--- src/rtl/hbuf_rdout_streamer.sv ---
// Drains one header-buffer DPRAM record into a 16-bit valid/ready stream, answering the dpram_run/busy/done handshake.
// Optional trailing 16-bit checksum word when HBUF_RDOUT_CKSUM_EN is defined.
module hbuf_rdout_streamer #(
  parameter int P_ADR_WIDTH = 9,
  parameter int P_LEN_WIDTH = 16
) (
  input  logic                   clk,
  input  logic                   rst,
  input  logic                   dpram_run,
  input  logic [P_LEN_WIDTH-1:0] dpram_len,
  output logic                   dpram_busy,
  output logic                   dpram_done,
  output logic [P_ADR_WIDTH-1:0] rd_addr,
  input  logic [63:0]            rd_data,
  output logic [15:0]            out_data,
  output logic                   out_valid,
  input  logic                   out_ready,
  output logic                   len_err
);

  localparam int CAP_W = P_ADR_WIDTH + 3;
  localparam int REM_W = (P_LEN_WIDTH > CAP_W) ? P_LEN_WIDTH : CAP_W;
  localparam logic [REM_W-1:0] CAP = REM_W'(4) << P_ADR_WIDTH;

  typedef enum logic [2:0] {
    S_IDLE, S_FETCH, S_LOAD, S_SEND, S_CKSUM, S_DONE
  } state_t;

  state_t           state_q;
  logic [REM_W-1:0] rem_q;
  logic [63:0]      lane_q;
  logic [1:0]       lane_idx_q;
  logic [P_ADR_WIDTH-1:0] rd_addr_q;
  logic [15:0]      out_data_q;
  logic             out_valid_q;
  logic             busy_q;
  logic             done_q;
  logic             len_err_q;
`ifdef HBUF_RDOUT_CKSUM_EN
  logic [15:0]      sum_q;
`endif

  logic [REM_W-1:0] len_ext_d;
  logic             len_sat_d;
  logic [REM_W-1:0] rem_start_d;

  assign len_ext_d   = REM_W'(dpram_len);
  assign len_sat_d   = (len_ext_d > CAP);
  assign rem_start_d = len_sat_d ? CAP : len_ext_d;

  always_ff @(posedge clk or posedge rst) begin
    if (rst) begin
      state_q     <= S_IDLE;
      rem_q       <= '0;
      lane_q      <= '0;
      lane_idx_q  <= '0;
      rd_addr_q   <= '0;
      out_data_q  <= '0;
      out_valid_q <= 1'b0;
      busy_q      <= 1'b0;
      done_q      <= 1'b0;
      len_err_q   <= 1'b0;
`ifdef HBUF_RDOUT_CKSUM_EN
      sum_q       <= '0;
`endif
    end else begin
      case (state_q)
        S_IDLE: begin
          done_q <= 1'b0;
          if (dpram_run) begin
            rem_q      <= rem_start_d;
            rd_addr_q  <= '0;
            lane_idx_q <= '0;
            busy_q     <= 1'b1;
            if (len_sat_d) len_err_q <= 1'b1;
`ifdef HBUF_RDOUT_CKSUM_EN
            sum_q      <= '0;
`endif
            state_q    <= (rem_start_d == '0) ? S_DONE : S_FETCH;
          end
        end
        S_FETCH: begin
          state_q <= S_LOAD;
        end
        S_LOAD: begin
          lane_q      <= rd_data;
          out_data_q  <= rd_data[15:0];
          lane_idx_q  <= '0;
          rd_addr_q   <= rd_addr_q + 1'b1;
          out_valid_q <= 1'b1;
          state_q     <= S_SEND;
        end
        S_SEND: begin
          if (out_ready) begin
            // Lane register shifts down so the next lane is always in [31:16].
            rem_q      <= rem_q - 1'b1;
            lane_idx_q <= lane_idx_q + 1'b1;
            lane_q     <= lane_q >> 16;
            out_data_q <= lane_q[31:16];
`ifdef HBUF_RDOUT_CKSUM_EN
            sum_q      <= sum_q + out_data_q;
`endif
            if (rem_q == REM_W'(1)) begin
`ifdef HBUF_RDOUT_CKSUM_EN
              out_data_q <= sum_q + out_data_q;
              state_q    <= S_CKSUM;
`else
              out_valid_q <= 1'b0;
              done_q      <= 1'b1;
              state_q     <= S_DONE;
`endif
            end else if (lane_idx_q == 2'd3) begin
              out_valid_q <= 1'b0;
              state_q     <= S_FETCH;
            end
          end
        end
`ifdef HBUF_RDOUT_CKSUM_EN
        S_CKSUM: begin
          if (out_ready) begin
            out_valid_q <= 1'b0;
            done_q      <= 1'b1;
            state_q     <= S_DONE;
          end
        end
`endif
        S_DONE: begin
          // A zero-length record arrives here with done still low and pulses one cycle later.
          if (done_q) begin
            done_q  <= 1'b0;
            busy_q  <= 1'b0;
            state_q <= S_IDLE;
          end else begin
            done_q  <= 1'b1;
          end
        end
        default: begin
          out_valid_q <= 1'b0;
          done_q      <= 1'b0;
          busy_q      <= 1'b0;
          state_q     <= S_IDLE;
        end
      endcase
    end
  end

  assign dpram_busy = busy_q;
  assign dpram_done = done_q;
  assign rd_addr    = rd_addr_q;
  assign out_data   = out_data_q;
  assign out_valid  = out_valid_q;
  assign len_err    = len_err_q;

endmodule

--- config.mk ---
export PLATFORM = sky130hd
export DESIGN_NAME = hbuf_rdout_streamer
export DESIGN_NICKNAME = d
export VERILOG_FILES = /design/src/rtl/hbuf_rdout_streamer.sv
export SDC_FILE = /design/constraint.sdc
export NUM_CORES = 1
export LEC_CHECK = 0
export ABC_AREA = 1
export CAP_MARGIN = 20
export CELL_PAD_IN_SITES_DETAIL_PLACEMENT = 0
export CELL_PAD_IN_SITES_GLOBAL_PLACEMENT = 1
export CORE_MARGIN = 2
export CORE_UTILIZATION = 25
export CTS_CLUSTER_DIAMETER = 150
export DETAILED_ROUTE_END_ITERATION = 6
export PLACE_DENSITY = 0.7
export SYNTH_ARGS = -nofsm -noshare
export SYNTH_HDL_FRONTEND = slang
export SYNTH_SLANG_ARGS = --single-unit
--- constraint.sdc ---
create_clock -name clk -period 3.05 [get_ports clk]
set_input_delay 0.4575 -clock clk [delete_from_list [all_inputs] [get_ports clk]]
set_output_delay 0.4575 -clock clk [all_outputs]
set_load 0.02 [all_outputs]
; ---- Word-level counts from Yosys, hierarchy flattened
; Cells that the tools add are included.
[word_totals]
ff_bits = 114
in_bits = 84
word_cells = 77
[classes]
addsub = 3
magnitude_cmp = 1
eq_ne = 11
mux = 31
n_bitwise = 3
reduce_logical = 18
[op_table]
columns = op, n
row1 = $pmux 64 s2, 1
row2 = $mux 16, 4
row3 = $mux 64, 1
row4 = $pmux 16 s2, 2
row5 = $mux 3, 6
row6 = $pmux 9 s2, 1
row7 = $reduce_and 3->1, 6
row8 = $eq 16x1->1 const B, 1
row9 = $gt 16x12->1 const B, 1
row10 = $logic_not 16->1, 1
row11 = $sub 16x1->16 const B, 1
row12 = $pmux 3 s5, 1
row13 = $add 9x1->9 const B, 1
row14 = $mux 9, 1
row15 = $pmux 1 s3, 3
row16 = $mux 1, 8
row17 = $ne 2x2->1 const B, 4
row18 = $eq 3x2->1 const B, 2
row19 = $pmux 2 s3, 1
row20 = $reduce_bool 2->1, 3
row21 = $reduce_or 3->1, 2
row22 = $mux 2, 2
row23 = $reduce_and 2->1, 2
row24 = $reduce_and 4->1, 1
row25 = 9 further kinds, 11

; ---- Logic depth before layout (Yosys ltp)
[logic_depth]
word_depth = 6
ltp_mapped = 13
mapped_depth_nobuf = 13

; ---- Worst setup path after synthesis
; OpenSTA, ideal clock, no wires.
[synth_path]
path_type = reg2reg
from = reg rem_q[0]
to = reg rem_q[10]
setup_time_ps = 117
arrival_ps = 1363
required_ps = 2933
slack_ps = 1569
stages_incl_launch_ff = 12
path_buffers = 0
synth_period_minus_slack_ps = 1481
cell_sequence = dfrtp_1 inv_1 ha_1 nand2_1 nor2_1 inv_1 nor2_1 nand2_1 nand2_1 nand3_1 nand3_1 nand2_1
[synth_via]
elab_chain_len = 3
[synth_lines]
columns = item, line
row1 = from (decl), 30  ; logic [REM_W-1:0] rem_q;
row2 = from (signal assigned), 71  ; rem_q <= rem_start_d;
row3 = from (signal assigned), 96  ; rem_q <= rem_q - 1'b1;
row4 = $sub 16x1->16, 96
row5 = $mux 16, 94  ; if (out_ready) begin
row6 = $pmux 16 s2, 67  ; case (state_q)
; No other way between the ends. The select of a mux whose other input is x is not followed.
; A chain may end at the register's enable or synchronous reset.

; ---- Worst setup path after layout
[layout_path]
from = reg state_q[2]
to = reg rem_q[7]
[layout_via]
elab_chain_len = 3
word_cells_on_any_way = 7
[layout_lines]
columns = item, line
row1 = from (decl), 29  ; state_t state_q;
row2 = from (signal assigned), 79  ; state_q <= (rem_start_d == '0) ? S_DONE : S_FETCH;
row3 = $eq 3x2->1 / $logic_not 3->1 (equally long branches), 67
row4 = $ne 2x2->1 (no source line) / $reduce_bool 2->1 (equally long branches), -
row5 = $reduce_and 3->1 (no source line), -
; Several ways; a longest one is shown, not always the timed one.

==> results_dict.tcl <==
set metrics [dict create \
    clk_path_buf_depth 2 \
    max_freq_mhz 498 \
    met1_usage_pct 18.1 \
    utilization_pct 33.7 \
    drive_above_1_share_pct 5.81 \
    use_met3_pct 2.55 \
    grt_max_degree 70 \
    cpPeakStageDelay_ns 0.45 \
    final-hold-violation-count 0 \
    antenna_found_initial 0 \
    synth_warnings 0 \
    place_congestion 0.741 \
    ir_drop_mv 0.366 \
    fin_area_um2 6590 \
    hp-start "rem_q[11]" \
    ys_types 38 \
    r2r-start "state_q[2]" \
    drtPass1Iterations 4 \
    seq_area_um2 2450 \
    design.core.area_um2 19500 \
    cts.clk_slew.worst_paths_ns 0.07 \
    post_drt_wl_per_cell_um 13.9 \
    die_area_um2 21100 \
    nFillCells 2123 \
    p_leak_nw 2.91 \
    dp.final_hpwl_um 9800 \
    postRouteAntennaNets 0 \
    worstPathArrival_ns 2.26 \
    holdPathEnd "rem_q[11]" \
    fp-row-count 51 \
    n_antenna_cell 0 \
    drv_slew 0 \
    grt_pass1_vias 4236 \
    path_delay_family "simple AND/OR/NAND/NOR gates" \
    grt_overflow 0 \
    slowest_stage "dfrtp_1" \
    synth_area_leaders "dfrtp_1 49%, nand2_1 14%, nor2_1 6.6%, a31oi_1 6.1%, buf_4 3.5%" \
    synth_cells 634 \
    die_w_um 145 \
    layout.cells.non_filler 988 \
    cp.required_ns 3.30 \
    min_period_ns 2.01 \
    viasPerCell 4.36 \
    placed_cell_area_um2 6230 \
    cp_num_buf_inv 1 \
    cts_hold_buffers 0 \
    cts_tree "yes" \
    reg2reg_to "rem_q[7]" \
    synth_edf_count 0 \
    rsz0062_at_grt "no" \
    nNetsFinal 806 \
    holdPathStages 2 \
    grt_pass1_wl_um 22300 \
    powerDensity_nw_per_um2 1040 \
    busiest_layer "met2" \
    ctsResizeCount 0 \
    ys_ff_latch 98 \
    start_util_pct 25.6 \
    dr_total_vias 4306 \
    hold_class "flip-flop to flip-flop" \
    routed_wl_um 13700 \
    cp-end-kind "flip-flop" \
    cap_violations 0 \
    numCtsBuffers 9 \
    syn-cell-area_um2 4990 \
    dp.cells 972 \
    relSlewSlack_pct 52.7 \
    critPathKind "flip-flop to flip-flop" \
    cts_setup_buffers 0 \
    synth_fp_nets 722 \
    async_flop_share_pct 100 \
    clkLatencyLatePin_ns 0.36 \
    final_common_cell "nand2_1" \
    drc 0 \
    cts-root-buf "clkbuf_16" \
    grt_use_total_pct 13.2 \
    use_met2_pct 20.8 \
    r2r_slack_ns 1.04 \
    finalSetupTns_ns 0 \
    die_h_um 145 \
    cts.htree.levels 3 \
    numPortBuffers 112 \
    worstPathCellList "nor3_1 > nand2_1 > nand2_2 > buf_4 > o21ai_1 > a22o_1" \
    ioPinCount 113 \
    postSynthAreaPerCell_um2 7.87 \
    synth_top_area_share_pct 49.1 \
    fin_skew_ns 0.00734 \
    finalCritPeriodShare_pct 65.9 \
    ff2ff_path_depth 6 \
    synthFlopType "dfrtp_1" \
    drt_iter0_markers 238 \
    finalPower_mw 6.82 \
    final_cell_mix "192 x nand2_1, 112 x clkdlybuf4s50_1, 98 x dfrtp_1, 88 x nor2_1, 49 x a31oi_1" \
    ys_seq_area_share_pct 49.1 \
    setup_viol 0 \
    clkSinkCount 98 \
    multiInputGateArea_um2 2100 \
    yosysTopAreaCell "dfrtp_1" \
    start_kind "flip-flop" \
    area_growth_pct 31.9 \
    path_max_fanout 19 \
    status "completed" \
    tightest_slew_ns 0.710 \
]
[how the worst max path moves through the flow]
stage / end / depth (start not counted) / slack [ns] / startpoint
global placement: lane_q[11] / 6 / 0.77 / out_ready
CTS: rem_q[7] / 6 / 1.04 / state_q[0]
finish: rem_q[7] / 6 / 1.04 / state_q[2]
floorplan: dpram_busy / 1 / 0.03 / rst
detailed placement: lane_q[46] / 6 / 0.74 / out_ready
global route: rem_q[0] / 7 / 0.86 / state_q[0]
[tightest hold or removal path: cells and delay by family (launching register included)]
family,cells,cell delay [ns]
AND/OR/NAND/NOR,2,0.10
flip-flops,1,0.35
[flip-flops by register name (all words and copies together) (netlist names), 2 cells and up]
signal,count
rem_q,16
rd_addr,9
lane_q,64
lane_idx_q,2
state_q,3
[cells by family after synthesis]
group	share of synthesized area (%)
flip-flops	49.1
XOR/XNOR	0.527
buffers and inverters	8.95
AND/OR/NAND/NOR	26.7
adder cells (fa/ha/maj)	1.00
AO/OA/AOI/OAI	13.7
[report_power, final]
group	total (mW)	switching, mW	internal (mW)
sequential	2.29	0.387	1.91
clock	1.38	0.548	0.837
combinational	3.14	1.94	1.19
[synthesized netlist by cell type, drive strengths merged (4+ instances only)]
cell    count
a21oi      22
a31oi      49
buf        38
clkbuf     11
dfrtp      98
ha          4
inv        36
nand2     195
nand3      32
nor2       90
nor3        5
o21ai      33
[per-layer routing]
layer | wire, µm | vias up | share of wire (%)
met5 | 0 | - | 0
met4 | 209 | 0 | 1.5
met3 | 479 | 12 | 3.5
met2 | 6250 | 82 | 46
met1 | 6750 | 1972 | 49
li1 | - | 2240 | -
[metrics by stage]
| step | hold slack [ns] | worst slack [ns] |
|---|---|---|
| 2_1_floorplan | 0.443 | 0.0304 |
| 3_3_place_gp | 0.461 | 0.769 |
| 3_5_place_dp | 0.466 | 0.738 |
| 4_1_cts | 0.483 | 1.04 |
| 5_1_grt | 0.507 | 0.863 |
| 6_report | 0.478 | 1.04 |
[layout make-up]
class / instances / area share, %
Tap cell: 265 / 5.04
Sequential cell: 98 / 37.2
Clock inverter: 6 / 1.81
Clock buffer: 10 / 3.63
Inverter: 36 / 2.09
Multi-Input combinational cell: 451 / 31.8
Timing Repair Buffer: 122 / 18.4
(Power assumes the default switching activity.)
